`config.mk`:
```
export PLATFORM = sky130hd
export DESIGN_NAME = prog_flash_sequencer
export DESIGN_NICKNAME = d
export VERILOG_FILES = /design/src/rtl/prog_flash_sequencer.sv
export SDC_FILE = /design/constraint.sdc
export NUM_CORES = 1
export LEC_CHECK = 0
export BUFFER_PORTS_ARGS = -buffer_cell sky130_fd_sc_hd__buf_2
export CELL_PAD_IN_SITES_DETAIL_PLACEMENT = 0
export CELL_PAD_IN_SITES_GLOBAL_PLACEMENT = 1
export CORE_UTILIZATION = 44
export CTS_BUF_LIST = sky130_fd_sc_hd__clkbuf_2
export DETAILED_ROUTE_END_ITERATION = 10
export PLACE_DENSITY_LB_ADDON = 0.1
export SYNTH_ARGS = -nofsm -noshare
export SYNTH_HDL_FRONTEND = slang
export SYNTH_SLANG_ARGS = --single-unit
```
`constraint.sdc`:
```
create_clock -name clk -period 8.15 [get_ports clk]
set_clock_uncertainty 0.2 [all_clocks]
set_input_delay 1.2225 -clock clk [delete_from_list [all_inputs] [get_ports clk]]
set_output_delay 1.2225 -clock clk [all_outputs]
set_load 0.01 [all_outputs]
```
`src/rtl/prog_flash_sequencer.sv`:
```
// prog_flash_sequencer
//
// Walks a stored program image one block at a time. For every block it asks
// program_decoder for the next record, then acts on the decoded type. Data
// records are sent to the UPDI NVM write engine at FLASH_BASE + address. The
// walk ends on the end-of-file record, on abort, on a write error, on a write
// timeout, or on an oversize block. Status is reported to the host-side
// control logic.
//
// Ports
//   clk, rst        : system clock, synchronous active-high reset
//   start, abort    : host control (start sampled only in IDLE)
//   busy            : high from start acceptance until completion or fault
//   done, error     : sticky status levels, cleared by the next accepted start
//   err_code        : 0 abort, 1 write error, 2 timeout, 3 oversize block
//   blocks_written  : data blocks successfully written (saturating)
//   dec_*           : handshake with program_decoder and its decoded fields
//   wr_*            : request/response with the UPDI NVM write engine
//
// All outputs are registered.
module prog_flash_sequencer #(
  parameter logic [15:0] FLASH_BASE          = 16'h8000,
  parameter int          DATA_BLOCK_MAX_SIZE = 64,
  parameter int          WR_TIMEOUT_CYCLES   = 1000000,
  parameter int          TO_BITS             = $clog2(WR_TIMEOUT_CYCLES + 1)
) (
  input  logic        clk,
  input  logic        rst,
  input  logic        start,
  input  logic        abort,
  output logic        busy,
  output logic        done,
  output logic        error,
  output logic [1:0]  err_code,
  output logic [15:0] blocks_written,
  output logic        dec_start,
  input  logic        dec_ready,
  input  logic        dec_done,
  input  logic [7:0]  dec_length,
  input  logic [15:0] dec_address,
  input  logic [7:0]  dec_type,
  output logic        wr_start,
  output logic [15:0] wr_addr,
  output logic [7:0]  wr_len,
  input  logic        wr_busy,
  input  logic        wr_done,
  input  logic        wr_error
);

  typedef enum logic [3:0] {
    S_IDLE,
    S_DEC_REQ,
    S_DEC_ACK,
    S_DEC_WAIT,
    S_DISPATCH,
    S_WR_REQ,
    S_WR_WAIT,
    S_FINISH,
    S_FAULT
  } state_t;

  localparam logic [7:0]         TYPE_DATA = 8'h00;
  localparam logic [7:0]         TYPE_EOF  = 8'h01;
  localparam logic [1:0]         ERR_ABORT    = 2'd0;
  localparam logic [1:0]         ERR_WRITE    = 2'd1;
  localparam logic [1:0]         ERR_TIMEOUT  = 2'd2;
  localparam logic [1:0]         ERR_OVERSIZE = 2'd3;
  localparam logic [8:0]         MAX_LEN   = 9'(DATA_BLOCK_MAX_SIZE);
  localparam logic [TO_BITS-1:0] TO_LIMIT  = TO_BITS'(WR_TIMEOUT_CYCLES);

  state_t             state, state_nx;
  logic               busy_nx, done_nx, error_nx;
  logic [1:0]         err_code_nx;
  logic [15:0]        blocks_written_nx;
  logic               dec_start_nx, wr_start_nx;
  logic [15:0]        wr_addr_nx;
  logic [7:0]         wr_len_nx;
  logic [TO_BITS-1:0] tcount, tcount_nx, tcount_inc;

  assign tcount_inc = tcount + TO_BITS'(1);

  // State and every output live in this one register bank; reset clears all
  // of them, which also drops any pulse that was about to be issued.
  always_ff @(posedge clk) begin
    if (rst) begin
      state          <= S_IDLE;
      busy           <= 1'b0;
      done           <= 1'b0;
      error          <= 1'b0;
      err_code       <= 2'd0;
      blocks_written <= 16'd0;
      dec_start      <= 1'b0;
      wr_start       <= 1'b0;
      wr_addr        <= 16'd0;
      wr_len         <= 8'd0;
      tcount         <= '0;
    end else begin
      state          <= state_nx;
      busy           <= busy_nx;
      done           <= done_nx;
      error          <= error_nx;
      err_code       <= err_code_nx;
      blocks_written <= blocks_written_nx;
      dec_start      <= dec_start_nx;
      wr_start       <= wr_start_nx;
      wr_addr        <= wr_addr_nx;
      wr_len         <= wr_len_nx;
      tcount         <= tcount_nx;
    end
  end

  // Next-state and next-output logic. Terminal transitions update the status
  // outputs as they enter FINISH/FAULT, so done/error rise together with busy
  // falling and the timeout is reported exactly WR_TIMEOUT_CYCLES after the
  // write request pulse. The pulses default low, and each is raised only on a
  // transition out of a state that cannot be re-entered on the next cycle, so
  // neither can be high two cycles running.
  always_comb begin
    state_nx          = state;
    busy_nx           = busy;
    done_nx           = done;
    error_nx          = error;
    err_code_nx       = err_code;
    blocks_written_nx = blocks_written;
    dec_start_nx      = 1'b0;
    wr_start_nx       = 1'b0;
    wr_addr_nx        = wr_addr;
    wr_len_nx         = wr_len;
    tcount_nx         = tcount;

    case (state)
      S_IDLE: begin
        if (start) begin
          busy_nx           = 1'b1;
          done_nx           = 1'b0;
          error_nx          = 1'b0;
          err_code_nx       = 2'd0;
          blocks_written_nx = 16'd0;
          state_nx          = S_DEC_REQ;
        end
      end

      S_DEC_REQ: begin
        if (abort) begin
          error_nx    = 1'b1;
          busy_nx     = 1'b0;
          err_code_nx = ERR_ABORT;
          state_nx    = S_FAULT;
        end else if (dec_ready) begin
          dec_start_nx = 1'b1;
          state_nx     = S_DEC_ACK;
        end
      end

      // The decoder dropping ready is its acknowledgement; waiting for it
      // masks the done level still held from the previous block.
      S_DEC_ACK: begin
        if (!dec_ready) begin
          state_nx = S_DEC_WAIT;
        end
      end

      S_DEC_WAIT: begin
        if (abort) begin
          error_nx    = 1'b1;
          busy_nx     = 1'b0;
          err_code_nx = ERR_ABORT;
          state_nx    = S_FAULT;
        end else if (dec_done && dec_ready) begin
          state_nx = S_DISPATCH;
        end
      end

      // EOF is honoured before the length check, so an EOF record with a
      // large length field still finishes cleanly.
      S_DISPATCH: begin
        if (dec_type == TYPE_EOF) begin
          done_nx  = 1'b1;
          busy_nx  = 1'b0;
          state_nx = S_FINISH;
        end else if ({1'b0, dec_length} > MAX_LEN) begin
          error_nx    = 1'b1;
          busy_nx     = 1'b0;
          err_code_nx = ERR_OVERSIZE;
          state_nx    = S_FAULT;
        end else if (dec_type == TYPE_DATA) begin
          if (dec_length == 8'd0) begin
            state_nx = S_DEC_REQ;
          end else begin
            wr_addr_nx = dec_address + FLASH_BASE;
            wr_len_nx  = dec_length;
            state_nx   = S_WR_REQ;
          end
        end else begin
          state_nx = S_DEC_REQ;
        end
      end

      S_WR_REQ: begin
        if (abort) begin
          error_nx    = 1'b1;
          busy_nx     = 1'b0;
          err_code_nx = ERR_ABORT;
          state_nx    = S_FAULT;
        end else if (!wr_busy) begin
          wr_start_nx = 1'b1;
          tcount_nx   = '0;
          state_nx    = S_WR_WAIT;
        end
      end

      // Engine responses outrank abort, and abort outranks the timeout.
      S_WR_WAIT: begin
        tcount_nx = tcount_inc;
        if (wr_error) begin
          error_nx    = 1'b1;
          busy_nx     = 1'b0;
          err_code_nx = ERR_WRITE;
          state_nx    = S_FAULT;
        end else if (wr_done) begin
          if (blocks_written != 16'hFFFF) begin
            blocks_written_nx = blocks_written + 16'd1;
          end
          state_nx = S_DEC_REQ;
        end else if (abort) begin
          error_nx    = 1'b1;
          busy_nx     = 1'b0;
          err_code_nx = ERR_ABORT;
          state_nx    = S_FAULT;
        end else if (tcount_inc == TO_LIMIT) begin
          error_nx    = 1'b1;
          busy_nx     = 1'b0;
          err_code_nx = ERR_TIMEOUT;
          state_nx    = S_FAULT;
        end
      end

      S_FINISH: begin
        done_nx  = 1'b1;
        busy_nx  = 1'b0;
        state_nx = S_IDLE;
      end

      S_FAULT: begin
        error_nx = 1'b1;
        busy_nx  = 1'b0;
        state_nx = S_IDLE;
      end

      default: begin
        state_nx = S_IDLE;
      end
    endcase
  end

endmodule
```
==> impl_metrics.toml <==
[logic_synthesis]
yosys_warnings = 0
synth.cell_area_sq_um = 3710
synth.top_cells.by_area = "sky130_fd_sc_hd__dfxtp_1 38%, sky130_fd_sc_hd__mux2i_1 7.3%, sky130_fd_sc_hd__nor2_1 6.5%"
synthesis.area_per_instance_sq_um = 8.44
synth_top_cell_area_share = 0.383
synth_cell_types = 66
count_of_mapped_cells_out_of_synthesis = 440
synth_edf_count = 0
post_synthesis_register_bit_count = 71
synth_async_sr_flop_share = 0
synth_flop_cell = "sky130_fd_sc_hd__dfxtp_1"
syn_nets = 484
ys_seq_area_frac = 0.383
netlist.top_cell.by_area = "sky130_fd_sc_hd__dfxtp_1"

[route]
routed_wire_length_per_instance_um = 15.0
via_count = 3481
detailedRoute.firstPassIterationCount = 4
drt_iter0_markers = 134
totalWireLength_um = 9320
detail_route.drc_violations = 0
postRouteAntennaNets = 0
drt-vias-per-instance = 5.60

[timing]
fin_crit_sh = 0.390
max_freq_mhz = 314
maxSlewViolCount = 0
setup-violations-final = 0
worstMarginPinSlew_ns = 1.06
period_needed_ns = 3.18
hold_viol_final = 0
slew_headroom = 0.294
rsz_0062_raised_after_global_routing = "false"
fin_tns_setup_ns = 0

[power_and_ir_drop]
cellPowerDensity_nw_per_um2 = 183
power_leakage_nw = 1.68
worst_ir_drop_vdd_v = 0.0000930

[clock_tree]
tritoncts = "done"
numCtsBuffers = 9
cts.sink_count = 71
clockBufferDepth = 2
insertion_delay_ns = 0.54
h-tree-depth = 3
cts_resized = 0
cts.hold.buffers_added = 0
post_cts_buffers = 0
clockRootBuffer = "sky130_fd_sc_hd__clkbuf_2"
clk_transition_reported_paths_ns = 0.22

[grt]
leftover_overflow_at_the_end_of_global_routing = 0
number_of_global_route_vias_before_repair = 3202
gr-usage-all-layers = 0.220
grt_antenna_before_repair = 0
grt_pass1_wl_um = 15200
maximum_number_of_pins_on_one_net_before_global_route_repair = 55

[placed_design]
gp_congestion = 0.820
placement.io_buffers = 87
dpl.hpwl_um = 6400

[critical_path]
crit_path_start = "state[1]"
cp_data_arrival_time_ns = 3.42
number_of_buffers_and_inverters_on_the_critical_path = 0
reg2reg_from = "state[1]"
slowest_cell_delay_on_critical_path_ns = 0.75
setup.worst_path.class = "reg -> reg"
timing.critical_path.max_delay_family = "simple AND/OR/NAND/NOR gates"
timing.critical_path.mode_cell = "sky130_fd_sc_hd__nor2_1"
path_max_fanout = 19
startpoint_type = "flop"
crit_path_cell_trace = "nand3_1 -> nor2_1 -> a21oi_2 -> nor4b_1 -> xnor2_1 -> nor2_1"
cell_with_the_biggest_individual_delay_on_the_critical_path = "sky130_fd_sc_hd__dfxtp_1"
cp.required_ns = 8.38
crit_path_end_kind = "flop"

[die]
die_height_um = 93.9
core_sq_um = 8180
dieArea_sq_um = 8810
initial_core_utilization = 0.454
floorplan.die.width_um = 93.9
rows = 33
ios = 88

[layout]
num-nets-final = 556
multi_input_comb_area_sq_um = 2150
synthToLayoutAreaGrowth_pct = 16.9
highest_count_cells_in_the_layout_ignoring_fill_and_taps = "87 x sky130_fd_sc_hd__buf_2, 71 x sky130_fd_sc_hd__dfxtp_1, 64 x sky130_fd_sc_hd__nor2_1"
drive_above_1_share = 0.242
area.sequential_sq_um = 1420
ant_diodes = 0
fill_cell_total_of_the_finished_layout = 857
mostFrequentLayoutCell = "sky130_fd_sc_hd__buf_2"
finalCoreUtilization = 0.531

[hold_path]
worstHoldStart = "wr_len[7]"
hold_path.class = "reg -> reg"

[status]
outcome = "finished clean"

[run]
timing.max_cap.violations = 0
==> where the power goes <==
group | leakage (nW) | switching (W) | total [W] | internal, W
logic | 1.01 | 0.0000742 | 0.000131 | 0.0000565
clock network | 0.0960 | 0.000142 | 0.000275 | 0.000133
registers | 0.573 | 0.0000249 | 0.000387 | 0.000362
==> cell type report <==
| type | instances | area share |
|---|---|---|
| flip-flops and latches | 71 | 0.328 |
| clock inverters | 7 | 0.0280 |
| well taps | 105 | 0.0303 |
| inverters | 5 | 0.00433 |
| clock buffers | 9 | 0.0104 |
| multi-input cells | 336 | 0.496 |
| repair buffers | 89 | 0.104 |
==> path summary, 6_finish.rpt <==
| path | end | slack (ns) | depth (start not counted) |
|---|---|---|---|
| min | wr_len[7] | 0.29 | 1 |
| max | blocks_written[12] | 4.97 | 6 |
| max reg2reg | blocks_written[12] | 4.97 | 6 |
| min reg2reg | wr_len[7] | 0.29 | 1 |
==> per-layer routing <==
metal  vias to the layer above  wire length, um  GRT usage  share of wire
met5                         -                0          0              0
met4                         0              143     0.0962          0.015
met3                        12              510     0.0542          0.055
met2                        83             4110      0.341           0.44
met1                      1625             4560      0.289           0.49
li1                       1761                -          -              -
==> cell usage after synthesis, types with 7 or more instances <==
master                     instances
sky130_fd_sc_hd__dfxtp_1          71
sky130_fd_sc_hd__nor2_1           64
sky130_fd_sc_hd__a21oi_1          29
sky130_fd_sc_hd__nand2_1          29
sky130_fd_sc_hd__mux2i_1          27
sky130_fd_sc_hd__nor3_1           25
sky130_fd_sc_hd__clkbuf_1         16
sky130_fd_sc_hd__o21ai_0          14
sky130_fd_sc_hd__xnor2_1          13
sky130_fd_sc_hd__nand3_1          12
sky130_fd_sc_hd__a31oi_1           8
sky130_fd_sc_hd__nand4_1           8
sky130_fd_sc_hd__a311oi_1          7
sky130_fd_sc_hd__nor4_1            7
sky130_fd_sc_hd__or3_1             7
==> logic make-up after synthesis <==
logic type	synth area share
mux	0.0768
buf+inv	0.0391
compound gates	0.154
simple gates	0.297
fa+ha+maj	0.0101
flops	0.383
xor+xnor	0.0401
==> worst register-to-register path: cells and delay by family, from the launching register on <==
kind | cells | cell delay, ns
flops | 1 | 0.75
simple gates | 4 | 1.70
xor+xnor | 1 | 0.16
compound gates | 1 | 0.27
==> stage by stage <==
step,setup WS [ns],std cells,instance area (sq um),hold WS (ns),power (W)
global placement,4.58,606,4170,0.256,0.000523
detailed placement,4.48,606,4170,0.265,0.000524
finish,4.97,622,4340,0.291,0.000793
CTS,4.97,622,4340,0.293,0.000801
global route,4.72,622,4340,0.318,0.000832
floorplan,4.74,440,3710,0.248,0.000483
==> flip-flops by register name, indices dropped and copies added (netlist names), 2 cells and up <==
| register | flops |
|---|---|
| wr_len | 8 |
| wr_addr | 16 |
| err_code | 2 |
| state | 4 |
| tcount | 20 |
| blocks_written | 16 |
Power figures use the tool's default switching activity.
